==> src/rtl/ram_arbiter_fsm.sv <==
// Single-port RAM sequencer arbitrating instruction fetch and data access (IDLE -> ACCESS -> RESP).
// Optional fetch-fairness streak limiter is enabled by defining FETCH_FAIR_EN.
module ram_arbiter_fsm #(
    parameter int TIMEOUT     = 16,
    parameter int MAX_DSTREAK = 4
) (
    input  logic        CLK,
    input  logic        nRST,
    input  logic        imemRen,
    input  logic [31:0] imemaddr,
    input  logic        dmmRen,
    input  logic        dmmWen,
    input  logic [31:0] dmmaddr,
    input  logic [31:0] dmmstore,
    input  logic        ram_busy,
    input  logic [31:0] ramload,
    output logic        Ren,
    output logic        Wen,
    output logic [31:0] ramaddr,
    output logic [31:0] ramstore,
    output logic        i_ready,
    output logic        d_ready,
    output logic [31:0] imemload,
    output logic [31:0] dmmload,
    output logic        timeout_err
);

    typedef enum logic [1:0] {
        IDLE   = 2'd0,
        ACCESS = 2'd1,
        RESP   = 2'd2
    } state_t;

    localparam int                WAIT_W    = $clog2(TIMEOUT);
    localparam logic [WAIT_W-1:0] WAIT_LAST = WAIT_W'(TIMEOUT - 1);

    generate
        if (TIMEOUT < 2) begin : g_bad_timeout
            $error("ram_arbiter_fsm: TIMEOUT must be at least 2");
        end
        if (MAX_DSTREAK < 1) begin : g_bad_max_dstreak
            $error("ram_arbiter_fsm: MAX_DSTREAK must be at least 1");
        end
    endgenerate

    state_t             state_reg, state_next;
    logic [31:0]        addr_reg, addr_next;
    logic [31:0]        store_reg, store_next;
    logic               sel_d_reg, sel_d_next;
    logic               op_wr_reg, op_wr_next;
    logic               err_reg, err_next;
    logic [WAIT_W-1:0]  wait_reg, wait_next;
    logic [31:0]        iload_reg, iload_next;
    logic [31:0]        dload_reg, dload_next;

    logic data_req;
    logic grant_data;

    assign data_req = dmmRen | dmmWen;

`ifdef FETCH_FAIR_EN
    localparam int                  DS_W   = $clog2(MAX_DSTREAK + 1);
    localparam logic [DS_W-1:0]     DS_MAX = DS_W'(MAX_DSTREAK);

    logic [DS_W-1:0] dstreak_reg, dstreak_next;
    logic            force_fetch;

    // A starved fetch wins once the data streak has saturated.
    assign force_fetch = imemRen && (dstreak_reg == DS_MAX);
    assign grant_data  = data_req && !force_fetch;

    always_comb begin
        dstreak_next = dstreak_reg;
        if (state_reg == IDLE) begin
            if (grant_data) begin
                if (imemRen && (dstreak_reg != DS_MAX)) begin
                    dstreak_next = dstreak_reg + DS_W'(1);
                end
            end else if (imemRen) begin
                dstreak_next = '0;
            end
        end
    end

    always_ff @(posedge CLK or negedge nRST) begin
        if (!nRST) begin
            dstreak_reg <= '0;
        end else begin
            dstreak_reg <= dstreak_next;
        end
    end
`else
    assign grant_data = data_req;
`endif

    always_comb begin
        state_next  = state_reg;
        addr_next   = addr_reg;
        store_next  = store_reg;
        sel_d_next  = sel_d_reg;
        op_wr_next  = op_wr_reg;
        err_next    = err_reg;
        wait_next   = wait_reg;
        iload_next  = iload_reg;
        dload_next  = dload_reg;
        Ren         = 1'b0;
        Wen         = 1'b0;
        i_ready     = 1'b0;
        d_ready     = 1'b0;
        timeout_err = 1'b0;

        case (state_reg)
            IDLE: begin
                wait_next = '0;
                err_next  = 1'b0;
                if (grant_data) begin
                    addr_next  = dmmaddr;
                    store_next = dmmstore;
                    sel_d_next = 1'b1;
                    // Read and write together are serviced as a write.
                    op_wr_next = dmmWen;
                    state_next = ACCESS;
                end else if (imemRen) begin
                    addr_next  = imemaddr;
                    sel_d_next = 1'b0;
                    op_wr_next = 1'b0;
                    state_next = ACCESS;
                end
            end

            ACCESS: begin
                Ren = !op_wr_reg;
                Wen = op_wr_reg;
                if (!ram_busy) begin
                    if (!op_wr_reg) begin
                        if (sel_d_reg) begin
                            dload_next = ramload;
                        end else begin
                            iload_next = ramload;
                        end
                    end
                    state_next = RESP;
                end else if (wait_reg == WAIT_LAST) begin
                    // Abandoned reads return zero so stale data is never mistaken for a result.
                    err_next = 1'b1;
                    if (!op_wr_reg) begin
                        if (sel_d_reg) begin
                            dload_next = 32'h0;
                        end else begin
                            iload_next = 32'h0;
                        end
                    end
                    state_next = RESP;
                end else begin
                    wait_next = wait_reg + WAIT_W'(1);
                end
            end

            RESP: begin
                i_ready     = !sel_d_reg;
                d_ready     = sel_d_reg;
                timeout_err = err_reg;
                wait_next   = '0;
                state_next  = IDLE;
            end

            default: begin
                state_next = IDLE;
            end
        endcase
    end

    always_ff @(posedge CLK or negedge nRST) begin
        if (!nRST) begin
            state_reg <= IDLE;
            addr_reg  <= '0;
            store_reg <= '0;
            sel_d_reg <= 1'b0;
            op_wr_reg <= 1'b0;
            err_reg   <= 1'b0;
            wait_reg  <= '0;
            iload_reg <= '0;
            dload_reg <= '0;
        end else begin
            state_reg <= state_next;
            addr_reg  <= addr_next;
            store_reg <= store_next;
            sel_d_reg <= sel_d_next;
            op_wr_reg <= op_wr_next;
            err_reg   <= err_next;
            wait_reg  <= wait_next;
            iload_reg <= iload_next;
            dload_reg <= dload_next;
        end
    end

    assign ramaddr  = addr_reg;
    assign ramstore = store_reg;
    assign imemload = iload_reg;
    assign dmmload  = dload_reg;

endmodule

==> config.mk <==
export PLATFORM = sky130hd
export DESIGN_NAME = ram_arbiter_fsm
export DESIGN_NICKNAME = d
export VERILOG_FILES = /design/src/rtl/ram_arbiter_fsm.sv
export SDC_FILE = /design/constraint.sdc
export NUM_CORES = 1
export LEC_CHECK = 0
export ABC_AREA = 1
export CORE_UTILIZATION = 42
export DETAILED_ROUTE_END_ITERATION = 6
export PLACE_DENSITY = 0.8
export SLEW_MARGIN = 30
export SYNTH_ARGS = -nofsm -noshare
export SYNTH_HDL_FRONTEND = slang
export SYNTH_SLANG_ARGS = --single-unit
==> constraint.sdc <==
create_clock -name CLK -period 3.75 [get_ports CLK]
set_clock_uncertainty 0.05 [all_clocks]
set_input_delay 1.125 -clock CLK [delete_from_list [all_inputs] [get_ports CLK]]
set_output_delay 1.125 -clock CLK [all_outputs]
set_load 0.02 [all_outputs]
==> results of run 1 <==
## cell usage after synthesis
cell type | n | share of area (%)
inv_2 | 3 | 0.19
nand4_1 | 2 | 0.21
a21oi_1 | 1 | 0.083
dfrtp_1 | 137 | 57
buf_1 | 4 | 0.25
nor2_1 | 38 | 2.4
nand2_4 | 2 | 0.38
buf_2 | 24 | 2.0
nand3_1 | 40 | 3.3
clkbuf_1 | 10 | 0.63
nor3_4 | 2 | 0.54
nor2_4 | 1 | 0.19
nand2_1 | 462 | 29
inv_1 | 41 | 2.6
ha_1 | 1 | 0.21
xnor2_1 | 1 | 0.15
buf_4 | 1 | 0.13
nor2_2 | 1 | 0.10
nand2_2 | 1 | 0.10
o21ai_0 | 5 | 0.42
## metrics by stage
stage / util (%) / cell area, um^2 / power, W
finish: 67.26 / 9336 / 0.007782
global route: 67.26 / 9336 / 0.008243
CTS: 67.26 / 9336 / 0.007846
detailed placement: 63.47 / 8810 / 0.006308
global placement: 63.47 / 8810 / 0.006224
floorplan: - / 5993 / 0.004425
## final cells by class
cell class                      count  area, um^2  share of cell area (%)
Clock buffer                       24       481.7                   5.159
Inverter                           44       165.2                   1.769
Timing Repair Buffer              277        2771                   29.68
Sequential cell                   137        3428                   36.72
Multi-Input combinational cell    557        2220                   23.77
Tap cell                          180       225.2                   2.412
Clock inverter                      4       45.04                  0.4824
## metal layers
metal / vias to the layer above / global-route usage [%] / routed length [um]
li1: 2840 / - / -
met1: 2637 / 29.47 / 7029
met2: 244 / 42.08 / 8678
met3: 34 / 6.156 / 1321
met4: 0 / 11.57 / 498
met5: - / 0 / 0
## path summary, 6_finish.rpt
check / startpoint / to / depth (start not counted) / slack (ps)
worst min register to register: ramstore[24]$_DFFE_PN0P_ / ramstore[24]$_DFFE_PN0P_ / 2 / 420
worst max-delay path: state_reg[0]$_DFFE_PN0P_ / timeout_err / 4 / 700
min in group asynchronous: nRST / ramstore[31]$_DFFE_PN0P_ / 1 / 710
worst max register to register: state_reg[0]$_DFFE_PN0P_ / ramaddr[2]$_DFFE_PN0P_ / 7 / 1480
worst min-delay path: ramstore[24]$_DFFE_PN0P_ / ramstore[24]$_DFFE_PN0P_ / 2 / 420
max in group asynchronous: nRST / ramaddr[8]$_DFFE_PN0P_ / 2 / 2170
## critical path, cell delays in order (launching register included)
cell,delay [ps]
dfrtp_1,510
inv_1,120
nand2_1,90
nor2_1,100
clkdlybuf4s50_1,640
## power breakdown
part | switching (W) | internal [W]
clock network | 0.000573 | 0.000945
logic | 0.00210 | 0.00161
registers | 0.000408 | 0.00215
total | 0.00308 | 0.00470
## cell families (layout without fill, tap and decap cells)
family / after synthesis / count (layout) / share of synthesized area, %
simple gates: 549 / 549 / 36.18
xor+xnor: 1 / 1 / 0.1462
fa+ha+maj: 1 / 1 / 0.2087
buf+inv: 83 / 349 / 5.762
flops: 137 / 137 / 57.20
compound gates: 6 / 6 / 0.5009
==> run metrics, run 1 <==
Worst-Skew Late Latency around 410 ps; syn nets about 900; largest net degree at the start of global routing slightly above 90; GR Util All Layers approximately a quarter; residual DRC count 0; register area share after synthesis about 57%; clock transition at the registers of the reported paths 50 ps; share of layout cells above drive strength 1 4.506%; First DRT Iteration DRCs just under 400; Pwr per Cell Area about 830 mW/mm^2; synthesized area per cell ~7.7 um^2; final worst slack 702.8 ps; clk buf depth 2; most common cell after layout, fill and taps aside nand2_1; Starting Density ~43%; hold_buf cts 0; Placer Congestion roughly 0.8; count of final hold-check violations 0; Non-Filler Instances 1223; register bit total from synthesis approximately 140; ant diodes 0; MaxCap Viol Count 0; crit start category flop; final net count 1169; leakage roughly 4.8 nW; first-pass GRT wire length approximately 28000 um; first-pass detailed-route iteration total 5; vias in the first global route between 5000 and 6000; WL final ~18000 um; Post-CTS Setup Repair Bufs 0; Hold Slack 416.3 ps; minimum clock period between 3000 and 4000 ps; DP HPWL approximately 13000 um; Max Clk Rate 328.2 MHz; Setup crit end kind output port; CTS tree yes; Die X 121.5 um; worst-path fanout max 10; die height 121.5 um; PostCTS Resize Cnt 0; clk sink count 137; Critical Path AT about 1900 ps; worst hold path type reg2reg; Fill cells around 1200; unique cell type count in the Yosys netlist 20; RSZ-0062 raised after global routing no; clock root cell clkbuf_16; Max-slew headroom 42.58%; total gr overflow 0; Placed Cells about 1200; VDD IR max around 0.35 mV; via count ~5800; setup violators final 0; htree depth 4; Synth-to-Final Area Change 55.78%; setup_tns 0 ps; Final period util roughly four fifths; Slew @ Worst Pin approximately 860 ps; io pins roughly 270; Antenna Nets Post-Route 0; outcome complete, no violations; commonest non-fill, non-tap cells in the layout nand2_1 (462), clkdlybuf4s50_1 (265), dfrtp_1 (137), inv_1 (40), nand3_1 (40); Mapped Area between 0.005 and 0.006 mm^2; DP Worst Slack between 700 and 800 ps; Gate Count Post-Synth between 700 and 800; Core Box Area 0.01388 mm^2; total number of yosys warnings 0; Port Buffers around 270; row count 43; Slew Viols, Final 0; die footprint around 0.015 mm^2; total CTS buffers 17; Critical Path RT between 2000 and 3000 ps; drt wl/cell between 10 and 15 um; Crit Path Category reg2out; initial antenna violation count 0; post-DR vias/cell 4.706
(Power assumes the default switching activity.)
==> inputs of run 2 (changes only) <==
--- a/config.mk
+++ b/config.mk
@@ -6,9 +6,9 @@
 export NUM_CORES = 1
 export LEC_CHECK = 0
 export ABC_AREA = 1
-export CORE_UTILIZATION = 42
+export CORE_UTILIZATION = 38
 export DETAILED_ROUTE_END_ITERATION = 6
-export PLACE_DENSITY = 0.8
+export PLACE_DENSITY = 0.77
 export SLEW_MARGIN = 30
 export SYNTH_ARGS = -nofsm -noshare
 export SYNTH_HDL_FRONTEND = slang
==> constraint.sdc (replaced) <==
create_clock -name CLK -period 2.6 [get_ports CLK]
set_clock_uncertainty 0.05 [all_clocks]
set_input_delay 0.78 -clock CLK [delete_from_list [all_inputs] [get_ports CLK]]
set_output_delay 0.78 -clock CLK [all_outputs]
set_load 0.02 [all_outputs]
==> run metrics, run 2 (same netlist as run 1, synthesis figures left out) <==
die footprint around 0.016 mm^2; VDD IR max ~0.54 mV; Final Util 62.17%; Placed Cells roughly 1200; DP HPWL around 13000 um; Post-CTS Setup Repair Bufs 0; share of layout cells above drive strength 1 5.882%; worst hold path type in2async; setup_tns 0 ps; Slew Viols, Final 0; clock root cell clkbuf_16; RSZ-0062 raised after global routing no; htree depth 4; Die X 127.6 um; GR Util All Layers approximately a quarter; post-DR vias/cell ~4.6; Max-slew headroom ~73%; Power, Total 0.01148 W; Max Clk Rate approximately 420 MHz; first-pass detailed-route iteration total 4; total gr overflow 0; final net count approximately 1200; First DRT Iteration DRCs roughly 230; io pins 267; row count 45; Non-Filler Instances 1265; ant diodes 0; Starting Density between 30% and 40%; Placer Congestion ~0.81; Worst-Skew Late Latency 410 ps; MaxCap Viol Count 0; die height about 130 um; most common cell after layout, fill and taps aside nand2_1; Critical Path AT about 1500 ps; Antenna Nets Post-Route 0; highest metal used met4; count of final hold-check violations 0; total CTS buffers 17; residual DRC count 0; Core Box Area ~0.015 mm^2; commonest non-fill, non-tap cells in the layout nand2_1 (462), clkdlybuf4s50_1 (260), dfrtp_1 (136), inv_1 (40), nand3_1 (40); Hold Slack between 200 and 250 ps; met1 wire length between 7000 and 8000 um; Slew @ Worst Pin between 400 and 500 ps; Synth-to-Final Area Change 58.87%; clk sink count between 100 and 150; initial antenna violation count 0; via count slightly below 6000; minimum clock period between 2000 and 2500 ps; WL final between 15000 and 20000 um; worst-path fanout max 10; Port Buffers roughly 270; first-pass GRT wire length about 29000 um; setup violators final 0; crit start category flop; leakage approximately 4.9 nW; Setup crit end kind output port; Critical Path RT around 1800 ps; Crit Path Category reg2out; clock transition at the registers of the reported paths approximately 60 ps; outcome complete, no violations; PostCTS Resize Cnt 6; Final period util around nine tenths; met2 WL ~8900 um; vias in the first global route 5845; largest net degree at the start of global routing between 40 and 50; Pwr per Cell Area roughly 1200 mW/mm^2; CTS tree yes; drt wl/cell roughly 14 um; met3 routed WL between 1000 and 1500 um; hold_buf cts 0; clk buf depth 2
-- run 2: cell count changes in the layout (fill, tap and decap cells not counted), moves of 2 or more --
cell / change
clkdlybuf4s50_1: -5
dlygate4sd2_1: +5
buf_4: +4
clkinv_4: +4
buf_12: +3
clkbuf_1: -3
clkinvlp_4: +3
clkbuf_8: -2
inv_6: +2
-- run 2: critical path, cell delays in order, from the launching register on --
cell	delay [ps]
dfrtp_2	490
inv_1	100
nand2_1	100
nor2_1	100
dlygate4sd2_1	340
-- run 2: through the flow --
stage / area [um^2] / setup WS [ps]
final: 9522 / 237.4
after global routing: 9522 / 114.0
after CTS: 9522 / 211.1
after detailed placement: 8939 / 256.0
after global placement: 8939 / 273.5
after floorplan: 5993 / 837.1
-- run 2: power by group --
part | switching (W) | internal [W] | total (W) | leakage (nW)
sequential | 0.000588 | 0.00310 | 0.00369 | 1.72
clock | 0.000930 | 0.00144 | 0.00237 | 0.280
combinational | 0.00305 | 0.00236 | 0.00541 | 2.91
-- run 2: final timing paths --
kind	from	end	slack, ps	depth (start not counted)
setup / recovery	state_reg[0]$_DFFE_PN0P_	timeout_err	240	4
hold / removal	nRST	ramstore[22]$_DFFE_PN0P_	230	1
setup reg to reg	state_reg[0]$_DFFE_PN0P_	ramaddr[6]$_DFFE_PN0P_	870	7
hold reg to reg	imemload[7]$_DFFE_PN0P_	imemload[7]$_DFFE_PN0P_	420	2
max in group asynchronous	nRST	state_reg[0]$_DFFE_PN0P_	1650	2
min in group CLK	imemload[7]$_DFFE_PN0P_	imemload[7]$_DFFE_PN0P_	420	2
-- run 2: layer usage --
metal	vias up	GRT usage, %
met3	42	6.951
met4	0	11.21
met2	236	41.11
li1	2861	-
met5	-	0
met1	2660	26.48
-- run 2: area by class of cell --
class	instances	area, um^2
multi-input combinational	557	2220
timing repair buffer	284	2855
fill	1344	5793
tap	211	264.0
inverter	44	165.2
clock buffer	19	442.9
sequential	137	3430
clock inverter	13	145.1
==> inputs of run 3 (changes only) <==
--- a/config.mk
+++ b/config.mk
@@ -8,6 +8,7 @@
 export ABC_AREA = 1
 export CORE_UTILIZATION = 38
 export DETAILED_ROUTE_END_ITERATION = 6
+export MAX_ROUTING_LAYER = met4
 export PLACE_DENSITY = 0.77
 export SLEW_MARGIN = 30
 export SYNTH_ARGS = -nofsm -noshare
==> run metrics, run 3 (same netlist as run 1, synthesis figures left out) <==
outcome complete, no violations; clock transition at the registers of the reported paths ~60 ps; Max-slew headroom between 70% and 80%; First DRT Iteration DRCs ~220; clock root cell clkbuf_16; Slew Viols, Final 0; crit start category flop; Finished Cell Area 0.009522 mm^2; htree depth 4; largest net degree at the start of global routing 47; Core Box Area 0.01531 mm^2; VDD IR max roughly 0.54 mV; Antenna Nets Post-Route 0; Final period util between 90% and 100%; Pwr per Cell Area 1206 mW/mm^2; worst-path fanout max 10; Fill cells about 1300; share of layout cells above drive strength 1 between 5 and 6%; MaxCap Viol Count 0; Synth-to-Final Area Change 58.87%; die height between 100 and 150 um; Placer Congestion 0.8263; GR Util All Layers around 24%; first-pass detailed-route iteration total 4; register area around 0.0034 mm^2; initial antenna violation count 0; most common cell after layout, fill and taps aside nand2_1; count of final hold-check violations 0; commonest non-fill, non-tap cells in the layout nand2_1 (462), clkdlybuf4s50_1 (260), dfrtp_1 (136), inv_1 (40), nand3_1 (40); Cell Area, Placed 0.008939 mm^2; total gr overflow 0; row count 45; Crit Path Category reg2out; die footprint around 0.016 mm^2; area occupied by multi-input gates around 0.0022 mm^2; clk sink count 137; R2R Setup Slk 870 ps; Post-CTS Setup Repair Bufs 0; DP HPWL between 10000 and 15000 um; Int Pwr 0.006911 W; PostCTS Resize Cnt 6; post-DR vias/cell 4.588; Port Buffers around 270; leakage a little under 5 nW; crit path cell chain inv_1 > nand2_1 > nor2_1 > dlygate4sd2_1; CP max-delay cell dfrtp_2; final net count 1176; Reg power frac around a third; clock power share around a fifth; clk buf depth 2; io pins ~270; Critical Path AT about 1500 ps; ant diodes 0; WL final 18260 um; worst r2r path cells 7; first-pass GRT wire length 29210 um; residual DRC count 0; CTS tree yes; switching power total ~0.0046 W; worst reg2reg endpoint ramaddr[6]$_DFFE_PN0P_; Starting Density between 30% and 40%; via count slightly below 6000; Critical Path RT between 1500 and 2000 ps; Crit. Startpoint state_reg[0]$_DFFE_PN0P_; Max Clk Rate between 400 and 500 MHz; Die X between 100 and 150 um; Setup crit end kind output port; RSZ-0062 raised after global routing no; hold_buf cts 0; drt wl/cell 14.43 um; setup_tns 0 ps; vias in the first global route just under 6000; Comb pwr share between 40 and 50%; worst hold path type in2async; RR Startpoint state_reg[0]$_DFFE_PN0P_; total CTS buffers 17; Slew @ Worst Pin just over 400 ps; Hold Slack around 220 ps; CP max stage delay just under 500 ps; Worst-Skew Late Latency roughly 410 ps; minimum clock period ~2400 ps; setup violators final 0; Switching Fraction between 30 and 40%
## run 3: cell type report
| type | instances | area share [%] |
|---|---|---|
| timing repair buffer | 284 | 29.99 |
| sequential | 137 | 36.02 |
| clock inverter | 13 | 1.524 |
| multi-input combinational | 557 | 23.31 |
| clock buffer | 19 | 4.652 |
| inverter | 44 | 1.735 |
| tap | 211 | 2.773 |
## run 3: power groups by stage
stage | registers (W) | clock network [W] | logic, W
6_report | 0.00369 | 0.00238 | 0.00542
5_1_grt | 0.00380 | 0.00251 | 0.00586
4_1_cts | 0.00369 | 0.00242 | 0.00547
3_5_place_dp | 0.00370 | 0 | 0.00549
3_3_place_gp | 0.00369 | 0 | 0.00540
2_1_floorplan | 0.00476 | 0 | 0.00162
## run 3: through the flow
step | setup WS (ps) | cells | total power [W] | util (%)
after floorplan | 837.1 | 777 | 0.006383 | -
after global placement | 273.5 | 1233 | 0.009095 | 58.37
after detailed placement | 256.0 | 1233 | 0.009183 | 58.37
after CTS | 211.1 | 1265 | 0.01159 | 62.17
after global routing | 114.0 | 1265 | 0.01217 | 62.17
final | 234.0 | 1265 | 0.01148 | 62.17
## run 3: critical path, delay by kind of cell, from the launching register on
family | cells | cell delay (ps)
and+or+nand+nor | 2 | 200
buffers and inverters | 2 | 440
DFF | 1 | 490
## run 3: worst max-delay path by stage
| stage | to | slack, ps | cells past startpoint |
|---|---|---|---|
| final | timeout_err | 230 | 4 |
| after global routing | timeout_err | 110 | 4 |
| after CTS | timeout_err | 210 | 4 |
| after detailed placement | ramaddr[6]$_DFFE_PN0P_ | 260 | 9 |
| after global placement | sel_d_reg$_DFFE_PN0P_ | 270 | 6 |
| after floorplan | d_ready | 840 | 4 |
## run 3: layer usage
metal  GRT usage, %  wire (um)
met5              -          0
met4          11.21        707
met3          6.198       1323
met2          41.11       8912
met1          26.97       7314
